File: config.mk
export PLATFORM = sky130hd
export DESIGN_NAME = sram_cmd_seq_flat
export DESIGN_NICKNAME = d
export VERILOG_FILES = /design/src/rtl/sram_pkg.sv /design/src/rtl/sram_cmd_seq_if.sv /design/src/rtl/sram_piso_ctrl.sv /design/src/rtl/sram_cmd_seq.sv /design/src/flat_wrapper.sv
export SDC_FILE = /design/constraint.sdc
export NUM_CORES = 1
export LEC_CHECK = 0
export CELL_PAD_IN_SITES_DETAIL_PLACEMENT = 1
export CELL_PAD_IN_SITES_GLOBAL_PLACEMENT = 1
export CORE_MARGIN = 5
export CORE_UTILIZATION = 35
export DETAILED_ROUTE_END_ITERATION = 8
export PLACE_DENSITY = 0.86
export RECOVER_POWER = 25
export SETUP_SLACK_MARGIN = 0.2
export SYNTH_ARGS = -nofsm -noshare
export SYNTH_HDL_FRONTEND = slang
export SYNTH_HIERARCHICAL = 1
export SYNTH_SLANG_ARGS = --single-unit
File: constraint.sdc
create_clock -name clk -period 3 [get_ports clk]
set_clock_uncertainty 0.2 [all_clocks]
set_input_delay 0.6 -clock clk [delete_from_list [all_inputs] [get_ports clk]]
set_output_delay 0.6 -clock clk [all_outputs]
set_load 0.1 [all_outputs]
File: src/rtl/sram_pkg.sv
// Shared definitions for the SRAM command sequencer: geometry defaults and the
// sequencer state encoding.
package sram_pkg;
  localparam int SRAM_ROWS = 16;
  localparam int SRAM_COLS = 8;
  localparam int SRAM_AW   = $clog2(SRAM_ROWS);

  typedef enum logic [2:0] {
    SEQ_IDLE  = 3'd0,
    SEQ_SHIFT = 3'd1,
    SEQ_LOAD  = 3'd2,
    SEQ_GAP   = 3'd3,
    SEQ_WRITE = 3'd4,
    SEQ_READ  = 3'd5,
    SEQ_WAIT  = 3'd6,
    SEQ_RESP  = 3'd7
  } sram_seq_state_e;
endpackage

File: src/rtl/sram_cmd_seq_if.sv
// Request/response port plus the SRAM serial-load pins of the command sequencer.
// slave = sequencer side, master = upstream requester / SRAM model side.
interface sram_cmd_seq_if
  import sram_pkg::*;
#(
  parameter int ROWS = SRAM_ROWS,
  parameter int COLS = SRAM_COLS
);
  localparam int AW = $clog2(ROWS);

  logic            req_valid;
  logic            req_ready;
  logic            req_write;
  logic [AW-1:0]   req_addr;
  logic [COLS-1:0] req_wdata;
  logic            rsp_valid;
  logic            rsp_ready;
  logic [COLS-1:0] rsp_rdata;
  logic            rsp_err;
  logic            serial_in;
  logic            shift;
  logic            load;
  logic            w_en;
  logic            r_en;
  logic [AW-1:0]   addr;
  logic            data_valid;
  logic [COLS-1:0] data_out;

  modport slave (
    input  req_valid, req_write, req_addr, req_wdata, rsp_ready, data_valid, data_out,
    output req_ready, rsp_valid, rsp_rdata, rsp_err, serial_in, shift, load, w_en, r_en, addr
  );

  modport master (
    output req_valid, req_write, req_addr, req_wdata, rsp_ready, data_valid, data_out,
    input  req_ready, rsp_valid, rsp_rdata, rsp_err, serial_in, shift, load, w_en, r_en, addr
  );
endinterface

File: src/rtl/sram_piso_ctrl.sv
// MSB-first serializer: on start, emits the word one bit per cycle with shift
// held high for COLS cycles; done marks the last bit.
module sram_piso_ctrl
  import sram_pkg::*;
#(
  parameter int COLS = SRAM_COLS
) (
  input  logic            clk,
  input  logic            arst,
  input  logic            start_i,
  input  logic [COLS-1:0] word_i,
  output logic            shift_o,
  output logic            serial_o,
  output logic            done_o
);
  localparam int CW = (COLS > 1) ? $clog2(COLS) : 1;

  logic            busy_q;
  logic [CW-1:0]   cnt_q;
  logic [COLS-1:0] sreg_q;

  always_ff @(posedge clk or posedge arst) begin
    if (arst) begin
      busy_q <= 1'b0;
      cnt_q  <= '0;
    end else if (start_i) begin
      busy_q <= 1'b1;
      cnt_q  <= '0;
    end else if (busy_q) begin
      if (done_o) begin
        busy_q <= 1'b0;
        cnt_q  <= '0;
      end else begin
        cnt_q <= cnt_q + 1'b1;
      end
    end
  end

  // Word register is pure data; the busy flag gates everything it drives.
  always_ff @(posedge clk) begin
    if (start_i)
      sreg_q <= word_i;
    else if (busy_q)
      sreg_q <= sreg_q << 1;
  end

  assign shift_o  = busy_q;
  assign serial_o = busy_q & sreg_q[COLS-1];
  assign done_o   = busy_q && (cnt_q == CW'(COLS - 1));
endmodule

File: src/rtl/sram_cmd_seq.sv
// Command sequencer turning parallel read/write requests into the SRAM serial-load
// protocol. Define SRAM_CMD_SEQ_TIMEOUT_EN to enable the read watchdog.
module sram_cmd_seq
  import sram_pkg::*;
#(
  parameter int ROWS       = SRAM_ROWS,
  parameter int COLS       = SRAM_COLS,
  parameter int RD_TIMEOUT = 16
) (
  input logic            clk,
  input logic            arst,
  sram_cmd_seq_if.slave  bus
);
  localparam int AW = $clog2(ROWS);

  localparam logic [2:0] S_IDLE  = SEQ_IDLE;
  localparam logic [2:0] S_SHIFT = SEQ_SHIFT;
  localparam logic [2:0] S_LOAD  = SEQ_LOAD;
  localparam logic [2:0] S_GAP   = SEQ_GAP;
  localparam logic [2:0] S_WRITE = SEQ_WRITE;
  localparam logic [2:0] S_READ  = SEQ_READ;
  localparam logic [2:0] S_WAIT  = SEQ_WAIT;
  localparam logic [2:0] S_RESP  = SEQ_RESP;

  if (RD_TIMEOUT < 1) begin : g_cfg_chk
    $error("sram_cmd_seq: RD_TIMEOUT must be at least 1");
  end

  logic [2:0]      state_q, state_d;
  logic            alive_q;
  logic [AW-1:0]   addr_q, addr_d;
  logic [COLS-1:0] rdata_q, rdata_d;
  logic            ready, accept;
  logic            piso_shift, piso_serial, piso_done;

`ifdef SRAM_CMD_SEQ_TIMEOUT_EN
  localparam int TW = $clog2(RD_TIMEOUT + 1);
  logic [TW-1:0] tmo_q, tmo_d;
  logic          err_q, err_d;
`endif

  // alive_q keeps req_ready low for the first cycle after reset release.
  assign ready  = alive_q && (state_q == S_IDLE);
  assign accept = ready && bus.req_valid;

  always_comb begin
    state_d = state_q;
    addr_d  = addr_q;
    rdata_d = rdata_q;
`ifdef SRAM_CMD_SEQ_TIMEOUT_EN
    tmo_d   = tmo_q;
    err_d   = err_q;
`endif
    case (state_q)
      S_IDLE: if (accept) begin
        addr_d  = bus.req_addr;
        state_d = bus.req_write ? S_SHIFT : S_READ;
`ifdef SRAM_CMD_SEQ_TIMEOUT_EN
        tmo_d   = '0;
`endif
      end
      S_SHIFT: if (piso_done) state_d = S_LOAD;
      S_LOAD:  state_d = S_GAP;
      S_GAP:   state_d = S_WRITE;
      S_WRITE: state_d = S_IDLE;
      S_READ, S_WAIT: begin
        if (bus.data_valid) begin
          rdata_d = bus.data_out;
          state_d = S_RESP;
`ifdef SRAM_CMD_SEQ_TIMEOUT_EN
          err_d   = 1'b0;
`endif
        end else begin
          state_d = S_WAIT;
`ifdef SRAM_CMD_SEQ_TIMEOUT_EN
          if (state_q == S_WAIT) begin
            if (tmo_q == TW'(RD_TIMEOUT - 1)) begin
              rdata_d = '0;
              err_d   = 1'b1;
              state_d = S_RESP;
            end else begin
              tmo_d = tmo_q + 1'b1;
            end
          end
`endif
        end
      end
      S_RESP:  if (bus.rsp_ready) state_d = S_IDLE;
      default: state_d = S_IDLE;
    endcase
  end

  always_ff @(posedge clk or posedge arst) begin
    if (arst) begin
      state_q <= S_IDLE;
      alive_q <= 1'b0;
      addr_q  <= '0;
      rdata_q <= '0;
`ifdef SRAM_CMD_SEQ_TIMEOUT_EN
      tmo_q   <= '0;
      err_q   <= 1'b0;
`endif
    end else begin
      state_q <= state_d;
      alive_q <= 1'b1;
      addr_q  <= addr_d;
      rdata_q <= rdata_d;
`ifdef SRAM_CMD_SEQ_TIMEOUT_EN
      tmo_q   <= tmo_d;
      err_q   <= err_d;
`endif
    end
  end

  sram_piso_ctrl #(.COLS(COLS)) u_piso (
    .clk      (clk),
    .arst     (arst),
    .start_i  (accept && bus.req_write),
    .word_i   (bus.req_wdata),
    .shift_o  (piso_shift),
    .serial_o (piso_serial),
    .done_o   (piso_done)
  );

  assign bus.req_ready = ready;
  assign bus.rsp_valid = (state_q == S_RESP);
  assign bus.rsp_rdata = rdata_q;
`ifdef SRAM_CMD_SEQ_TIMEOUT_EN
  assign bus.rsp_err   = err_q;
`else
  assign bus.rsp_err   = 1'b0;
`endif
  assign bus.shift     = piso_shift;
  assign bus.serial_in = piso_serial;
  assign bus.load      = (state_q == S_LOAD);
  assign bus.w_en      = (state_q == S_WRITE);
  assign bus.r_en      = (state_q == S_READ);
  assign bus.addr      = addr_q;
endmodule

File: src/flat_wrapper.sv
// flat-port wrapper written by rule: the top's interface ports become plain ports
module sram_cmd_seq_flat import sram_pkg::*;
#(
  parameter int ROWS       = SRAM_ROWS,
  parameter int COLS       = SRAM_COLS,
  parameter int RD_TIMEOUT = 16
)
  (clk, arst, bus_req_valid, bus_req_write, bus_req_addr, bus_req_wdata, bus_rsp_ready, bus_data_valid, bus_data_out, bus_req_ready, bus_rsp_valid, bus_rsp_rdata, bus_rsp_err, bus_serial_in, bus_shift, bus_load, bus_w_en, bus_r_en, bus_addr);
  sram_cmd_seq_if #(.ROWS(ROWS), .COLS(COLS)) bus_i ();
  input logic clk;
  input logic arst;
  input wire logic [$bits(bus_i.req_valid)-1:0] bus_req_valid;
  input wire logic [$bits(bus_i.req_write)-1:0] bus_req_write;
  input wire logic [$bits(bus_i.req_addr)-1:0] bus_req_addr;
  input wire logic [$bits(bus_i.req_wdata)-1:0] bus_req_wdata;
  input wire logic [$bits(bus_i.rsp_ready)-1:0] bus_rsp_ready;
  input wire logic [$bits(bus_i.data_valid)-1:0] bus_data_valid;
  input wire logic [$bits(bus_i.data_out)-1:0] bus_data_out;
  output wire logic [$bits(bus_i.req_ready)-1:0] bus_req_ready;
  output wire logic [$bits(bus_i.rsp_valid)-1:0] bus_rsp_valid;
  output wire logic [$bits(bus_i.rsp_rdata)-1:0] bus_rsp_rdata;
  output wire logic [$bits(bus_i.rsp_err)-1:0] bus_rsp_err;
  output wire logic [$bits(bus_i.serial_in)-1:0] bus_serial_in;
  output wire logic [$bits(bus_i.shift)-1:0] bus_shift;
  output wire logic [$bits(bus_i.load)-1:0] bus_load;
  output wire logic [$bits(bus_i.w_en)-1:0] bus_w_en;
  output wire logic [$bits(bus_i.r_en)-1:0] bus_r_en;
  output wire logic [$bits(bus_i.addr)-1:0] bus_addr;
  assign bus_i.req_valid = bus_req_valid;
  assign bus_i.req_write = bus_req_write;
  assign bus_i.req_addr = bus_req_addr;
  assign bus_i.req_wdata = bus_req_wdata;
  assign bus_i.rsp_ready = bus_rsp_ready;
  assign bus_i.data_valid = bus_data_valid;
  assign bus_i.data_out = bus_data_out;
  assign bus_req_ready = bus_i.req_ready;
  assign bus_rsp_valid = bus_i.rsp_valid;
  assign bus_rsp_rdata = bus_i.rsp_rdata;
  assign bus_rsp_err = bus_i.rsp_err;
  assign bus_serial_in = bus_i.serial_in;
  assign bus_shift = bus_i.shift;
  assign bus_load = bus_i.load;
  assign bus_w_en = bus_i.w_en;
  assign bus_r_en = bus_i.r_en;
  assign bus_addr = bus_i.addr;
  sram_cmd_seq #(.ROWS(ROWS), .COLS(COLS), .RD_TIMEOUT(RD_TIMEOUT)) u_core (.clk(clk), .arst(arst), .bus(bus_i));
endmodule
Word level (Yosys, flattened, before mapping):

Cells that the tools add are included.

* reductions and logical operators: 10
* equal/unequal tests: 11
* add/sub/neg operators: 1
* muxes and demuxes: 14
* bitwise gates (word level): 1

Operators by type and width (number)
* 2-to-1 mux 3 bit: 7
* case mux 3 bit (7 select lines): 1
* 2-to-1 mux 8 bit: 2
* == test 3 bit, second input constant: 5
* == test 3 x 2 -> 1 bit, second input constant: 2
* logical AND 1 bit: 4
* 2-to-1 mux 1 bit: 4
* != test 2 x 1 -> 1 bit, second input constant: 2
* AND reduction 2 bit: 2
* adder 3 x 1 -> 3 bit, second input constant: 1
* == test 3 x 1 -> 1 bit, second input constant: 1
* zero test 3 bit: 1
* AND reduction 3 bit: 1
* != test 2 bit, second input constant: 1
* nonzero test 2 bit: 1
* OR reduction 2 bit: 1
* bitwise AND 1 bit: 1

* logic and storage cells: 44
* bits in registers: 28
* input bits: 26
* output and inout port bits: 20

Logic depth before layout (Yosys ltp):

* depth in word-level cells: 5
* depth in mapped cells: 8
* depth with buffers taken out: 7

Hierarchy:

Netlist, hierarchy kept.

By module, submodules not included
* sram_cmd_seq: cells each 64, times used 1, area each 814.5 µm², sequential area each 400.4 µm²
* sram_piso_ctrl: cells each 38, times used 1, area each 554.3 µm², sequential area each 340.3 µm²

Worst setup path after synthesis:

No wires, ideal clock.

* path kind: register -> output
* start point: register u_core.state_q[0]
* end point: output port bus_load
* arrival time: 2.059 ns
* setup slack: 0.141 ns
* data required time: 2.200 ns
* buffers on the path: 0
* stages on the path, launching flop included: 4
* cell sequence: dfrtp_1 -> inv_1 -> ha_1 -> nor2b_1

* word-level cells in the longest chain between the ends: 1

RTL lines
* from (decl): line sram_cmd_seq.sv:29 `logic [2:0] state_q, state_d;`
* from (signal assigned): line sram_cmd_seq.sv:104 `state_q <= state_d;`
* == test 3 x 2 -> 1 bit: line sram_cmd_seq.sv:135 `assign bus.load = (state_q == S_LOAD);`
* to (decl): line flat_wrapper.sv:25 `output wire logic [$bits(bus_i.load)-1:0] bus_load;`

Every way passes these cells.

Worst setup path in the final report:

* start point: register u_core.state_q[0]
* end point: output port bus_req_ready

* word-level cells in the longest chain between the ends: 2

RTL lines
* zero test 3 bit: line sram_cmd_seq.sv:43 `assign ready = alive_q && (state_q == S_IDLE);`
* logical AND 1 bit: line sram_cmd_seq.sv:43
* to (decl): line flat_wrapper.sv:19 `output wire logic [$bits(bus_i.req_ready)-1:0] bus_req_ready;`

Every way passes these cells.

==> summary.md <==
- 1070 — vias in the first global route
- 11 — Initial DRC Count
- 15.43 µm — detail-routed net length per standard cell
- 4 — biggest fanout along the worst timing path
- 134 — synthesized net count
- 13.42 µm² — mean instance size in the synthesized netlist
- 0 — Max-Cap Viols
- 8 — Post-synth EDFFs
- 1610 ps — Critical Path AT
- built — CTS tree
- 2 — Max Buffers Root-to-Sink
- 17 — pin count of the biggest net entering global routing
- 2.472 mm — sum of net half-perimeters after detailed placement
- sky130_fd_sc_hd__clkbuf_8 — CTS root buffer
- 0 — post-route DRC violation count
- 0.003716 mm² — total core area
- 4.677 — vias per cell
- 270 ps — insertion delay to the later sink of the worst-skew pair
- reg2out — type of the setup path with the least slack
- 912 — total vias in the final route
- 6 — synthesis warning total
- no — unrepaired setup endpoints after global routing
- finished, final reports clean — status
- 0 ps — setup TNS
- 71.43% — FFs w/ async S/R, synth
- 0 — # diodes
- 0.001369 mm² — cell area after synthesis
- 1 — CTS H-Tree Depth
- 33 — number of distinct library cells after synthesis
- 12.50% — global-route total usage across every layer
- 569.3 µm² — area of combinational cells with multiple inputs
- 0.005261 mm² — die area
- 5.168 mm — first-pass GRT wire length
- 3 — total CTS buffers
- 2200 ps — required time of the critical path
- 102 — cell count after synthesis
- 72.54 µm — Die X
- 0 — Post-CTS Resized
- 72.54 µm — height of the die
- 36.84% — effective utilization at floorplan
- 4 — first-pass iteration count of the detailed router
- 740.7 µm² — Sequential cell area
- sky130_fd_sc_hd__dfrtp_1 (20), sky130_fd_sc_hd__mux2_2 (18), sky130_fd_sc_hd__edfxtp_1 (8), sky130_fd_sc_hd__inv_1 (8), sky130_fd_sc_hd__and2_1 (7) — most instantiated cells after synthesis
- 36.56% — portion of synthesized cell area occupied by the leading cell type
- 3.008 mm — Total Wirelength
- reg2reg — path category of the worst min-delay check
- 0 — final number of hold-violating endpoints
- 402 — Filler Cell Count
- 0 — grt total ovfl
- 415.0 MHz — maximum clock frequency
- 34.83% — synth-to-layout area growth
- 0.7339 — Final Wtd Congestion
- 0 — post-route ant nets
- 58.67% — worst rel slew slack
- sky130_fd_sc_hd__dfrtp_1 — post-synth top area cell
- 90 ps — clock transition at the registers of the reported paths
- 28 — clock sink total
- sky130_fd_sc_hd__dfrtp_1 — most frequent cell after synthesis
- 54.11% — part of the Yosys area used for sequential elements
- 0 — final number of max-transition violations
- sky130_fd_sc_hd__dfrtp_1 — Primary FF master, synth
- 46 — I/O pins
- 22 — total number of placement rows
- 33.33% — fraction of layout instances using a drive strength above 1
- 28 — synthesized flop and latch total
- 619.2 ps — slew at the pin closest to its max-slew limit
- flop — type of origin of the critical path
- 44 — number of I/O port buffers
- sky130_fd_sc_hd__dfrtp_1 (37%), sky130_fd_sc_hd__edfxtp_1 (18%), sky130_fd_sc_hd__mux2_2 (15%), sky130_fd_sc_hd__ha_1 (5.5%), sky130_fd_sc_hd__and2_1 (3.2%) — largest cells by area after synthesis
- 0 — initial antenna violation count
- 80.31% — post-route fraction of the period consumed by the critical path
- 2409 ps — final worst path period need
- output port — Crit. End Element
- 180 — layout net count
- 600 ps — r2r setup slk
- 0 — Post-CTS Setup Bufs
- 0 — Setup violations, final
- 0 — post-cts hold buffer count
placed cells by master, fill, tap and decap left out, drive strengths merged, types with 3 or more instances in the layout:
master | synthesis | final
edfxtp | 8 | 8
mux2 | 20 | 20
clkdlybuf4s50 | 0 | 24
clkbuf | 0 | 3
buf | 4 | 20
inv | 8 | 8
ha | 6 | 6
nor2 | 6 | 6
dfrtp | 20 | 20
and2 | 7 | 7
sequential cells by signal (all words and copies together), names as in the netlist:
| name | flops |
|---|---|
| u_core/bus.addr | 4 |
| u_core/state_q | 3 |
| u_core/u_piso/sreg_q | 8 |
| u_core/u_piso/cnt_q | 3 |
| u_core/bus.rsp_rdata | 8 |
| u_core/u_piso/shift_o | 1 |
| u_core/alive_q | 1 |
logic make-up (layout without fill, tap and decap cells):
kind of cell               after synthesis  count (layout)  synth area share (%)
buffers and inverters                   12              57                 4.478
DFF                                     28              28                 54.11
adders and majority gates                6               6                 5.484
other                                    2               2                0.5487
AOI/OAI and AO/OA                       11              11                 7.770
and+or+nand+nor                         21              21                 9.415
muxes                                   22              22                 18.19
worst max-delay path: stages (launching register included):
cell                      delay [ps]
sky130_fd_sc_hd__dfrtp_1         410
sky130_fd_sc_hd__inv_1           110
sky130_fd_sc_hd__ha_1            220
sky130_fd_sc_hd__and2b_4         190
sky130_fd_sc_hd__and2_1          120
sky130_fd_sc_hd__buf_4           280
area by class of cell:
cell class	count	share of cell area, %
Tap cell	48	3.254
Multi-Input combinational cell	62	30.85
Clock buffer	3	2.237
Timing Repair Buffer	45	21.69
Sequential cell	28	40.14
Clock inverter	1	0.2034
Inverter	8	1.627
worst paths after layout:
check / to / cells past startpoint / start
max reg2reg: u_core/u_piso/sreg_q[1] / 8 / u_core/state_q[0]
min: u_core/bus.rsp_rdata[1] / 1 / u_core/bus.rsp_rdata[1]
min reg2reg: u_core/bus.rsp_rdata[1] / 1 / u_core/bus.rsp_rdata[1]
max in group asynchronous: u_core/bus.addr[0] / 2 / arst
min in group asynchronous: u_core/u_piso/cnt_q[2] / 2 / arst
max: bus_req_ready / 5 / u_core/state_q[0]
layer usage:
metal,track usage [%],wire [µm]
met5,0,0
met4,3.074,17
met3,2.632,144
met2,22.04,1603
met1,15.48,1242
per-stage QoR:
stage          instances  util [%]  hold slack [ps]  instance area, µm²  setup WS, ps
6_report             195     49.66            321.1                1846         590.6
5_1_grt              195     49.66            340.2                1846         405.6
4_1_cts              195     49.66            324.2                1846         565.7
3_5_place_dp         191     48.45            297.5                1800         407.1
3_3_place_gp         191     48.45            293.3                1800         514.7
2_1_floorplan        102         -            166.1                1371         224.6
Power is left out: the tool's default activity adds up to more than one toggle a clock period on the data nets, which glitch-free logic cannot reach.
==> variant: new RTL, config.mk and constraints unchanged <==
Change the package constant `SRAM_COLS` from 8 to 16.
--- a/src/rtl/sram_pkg.sv
+++ b/src/rtl/sram_pkg.sv
@@ -4,3 +4,3 @@
   localparam int SRAM_ROWS = 16;
-  localparam int SRAM_COLS = 8;
+  localparam int SRAM_COLS = 16;
   localparam int SRAM_AW   = $clog2(SRAM_ROWS);
Ports: changed (resized bus_data_out, bus_req_wdata and bus_rsp_rdata); port bits go from 46 to 70. The function was not compared with the original's and may differ.
==> variant against the unedited design <==
  * Routed wire length increased by 51%
  * Die area grew 45%
  * Worst setup slack lost 0.0075 ns
  * Core utilization down 0.83 points
  * Cell area is 56% higher
  * Sequential cell count is 17 higher
  * Synthesized area rose by 53%
Power is not shown: default switching activity piles up to over one toggle a cycle in this logic, so the estimate is an artifact.
==> variant: results (changes against the unedited design) <==
Met1 GRT Util: 14.40% (was 15.48%)
Slew HR: 11.79% (was 58.67%)
Synth cell types: 36 (was 33)
Nets: 260 (was 180)
Top cells by count, synth: 29 x dfrtp_1, 25 x mux2_2, 16 x edfxtp_1 (was 20 x dfrtp_1, 18 x mux2_2, 8 x edfxtp_1, 8 x inv_1, 7 x and2_1)
Layout cells sized above 1: 37.85% (was 33.33%)
WHS Endpoint: u_core/bus.rsp_rdata[6]$_DFFE_PP0P_ (was u_core/bus.rsp_rdata[1]$_DFFE_PP0P_)
Detail Route met3 WL: 291 um (was 144 um)
Post-Synth Adder-Cell Area: 2.980% (was 5.484%)
Async set-or-reset flop fraction in the synthesized netlist: 64.44% (was 71.43%)
R2R cell count: 7 (was 8)
Sequential area share after synthesis: 57.45% (was 54.11%)
Routed metal-1 wire length: 1823 um (was 1242 um)
RR Endpoint: u_core/u_piso/sreg_q[5]$_DFFE_PP_ (was u_core/u_piso/sreg_q[1]$_DFFE_PP_)
Largest net degree at the start of global routing: 25 (was 17)
Period Utilization, post-route: 80.56% (was 80.31%)
Placed wire-length estimate: 3553 um (was 2472 um)
Min-delay src: u_core/bus.rsp_rdata[6]$_DFFE_PP0P_ (was u_core/bus.rsp_rdata[1]$_DFFE_PP0P_)
Status: complete, no violations (unchanged)
Mux cell area share after synthesis: 22.23% (was 18.19%)
Mapped Nets: 188 (was 134)
Routing usage on met2: 21.78% (was 22.04%)
Num CTS Buffers: 5 (was 3)
Total GRT Usage: 12.36% (was 12.50%)
Compound-cell area share of the yosys netlist: 5.364% (was 7.770%)
Clk slew on worst S/H paths: 0.07 ns (was 0.09 ns)
Vias: 1,367 (was 912)
Synth Area in XOR/XNOR: 0.4172% (was 0%)
Clock Latency Late Sink: 0.29 ns (was 0.27 ns)
DP Worst Slack: 0.4861 ns (was 0.4071 ns)
Post-synth EDFFs: 16 (was 8)
Dominant cells by area after synthesis: dfrtp_1 35%, edfxtp_1 23%, mux2_2 13%, mux2_4 7.9%, ha_1 3.0% (was dfrtp_1 37%, edfxtp_1 18%, mux2_2 15%, ha_1 5.5%, and2_1 3.2%)
==> variant: changes by cell type after synthesis, moves of 2 or more <==
cell and change:
dfrtp_1 +9, and2_1 -2, mux2_4 +10, inv_1 -2, mux2_2 +7, buf_6 +2
nand3_1 +2, edfxtp_1 +8
==> variant: cell type report <==
class | count | area (um^2)
sequential | 45 | 1206
tap | 75 | 93.84
fill | 616 | 3012
multi-input combinational | 84 | 810.8
clock buffer | 6 | 82.58
inverter | 6 | 22.52
timing repair buffer | 71 | 644.4
clock inverter | 2 | 13.76
==> variant: through the flow <==
step | instances | instance area [um^2] | hold slack [ns]
final | 289 | 2874 | 0.3107
after global routing | 289 | 2874 | 0.3400
after CTS | 289 | 2878 | 0.3124
after detailed placement | 281 | 2781 | 0.2939
after global placement | 281 | 2781 | 0.2914
after floorplan | 141 | 2102 | 0.1785
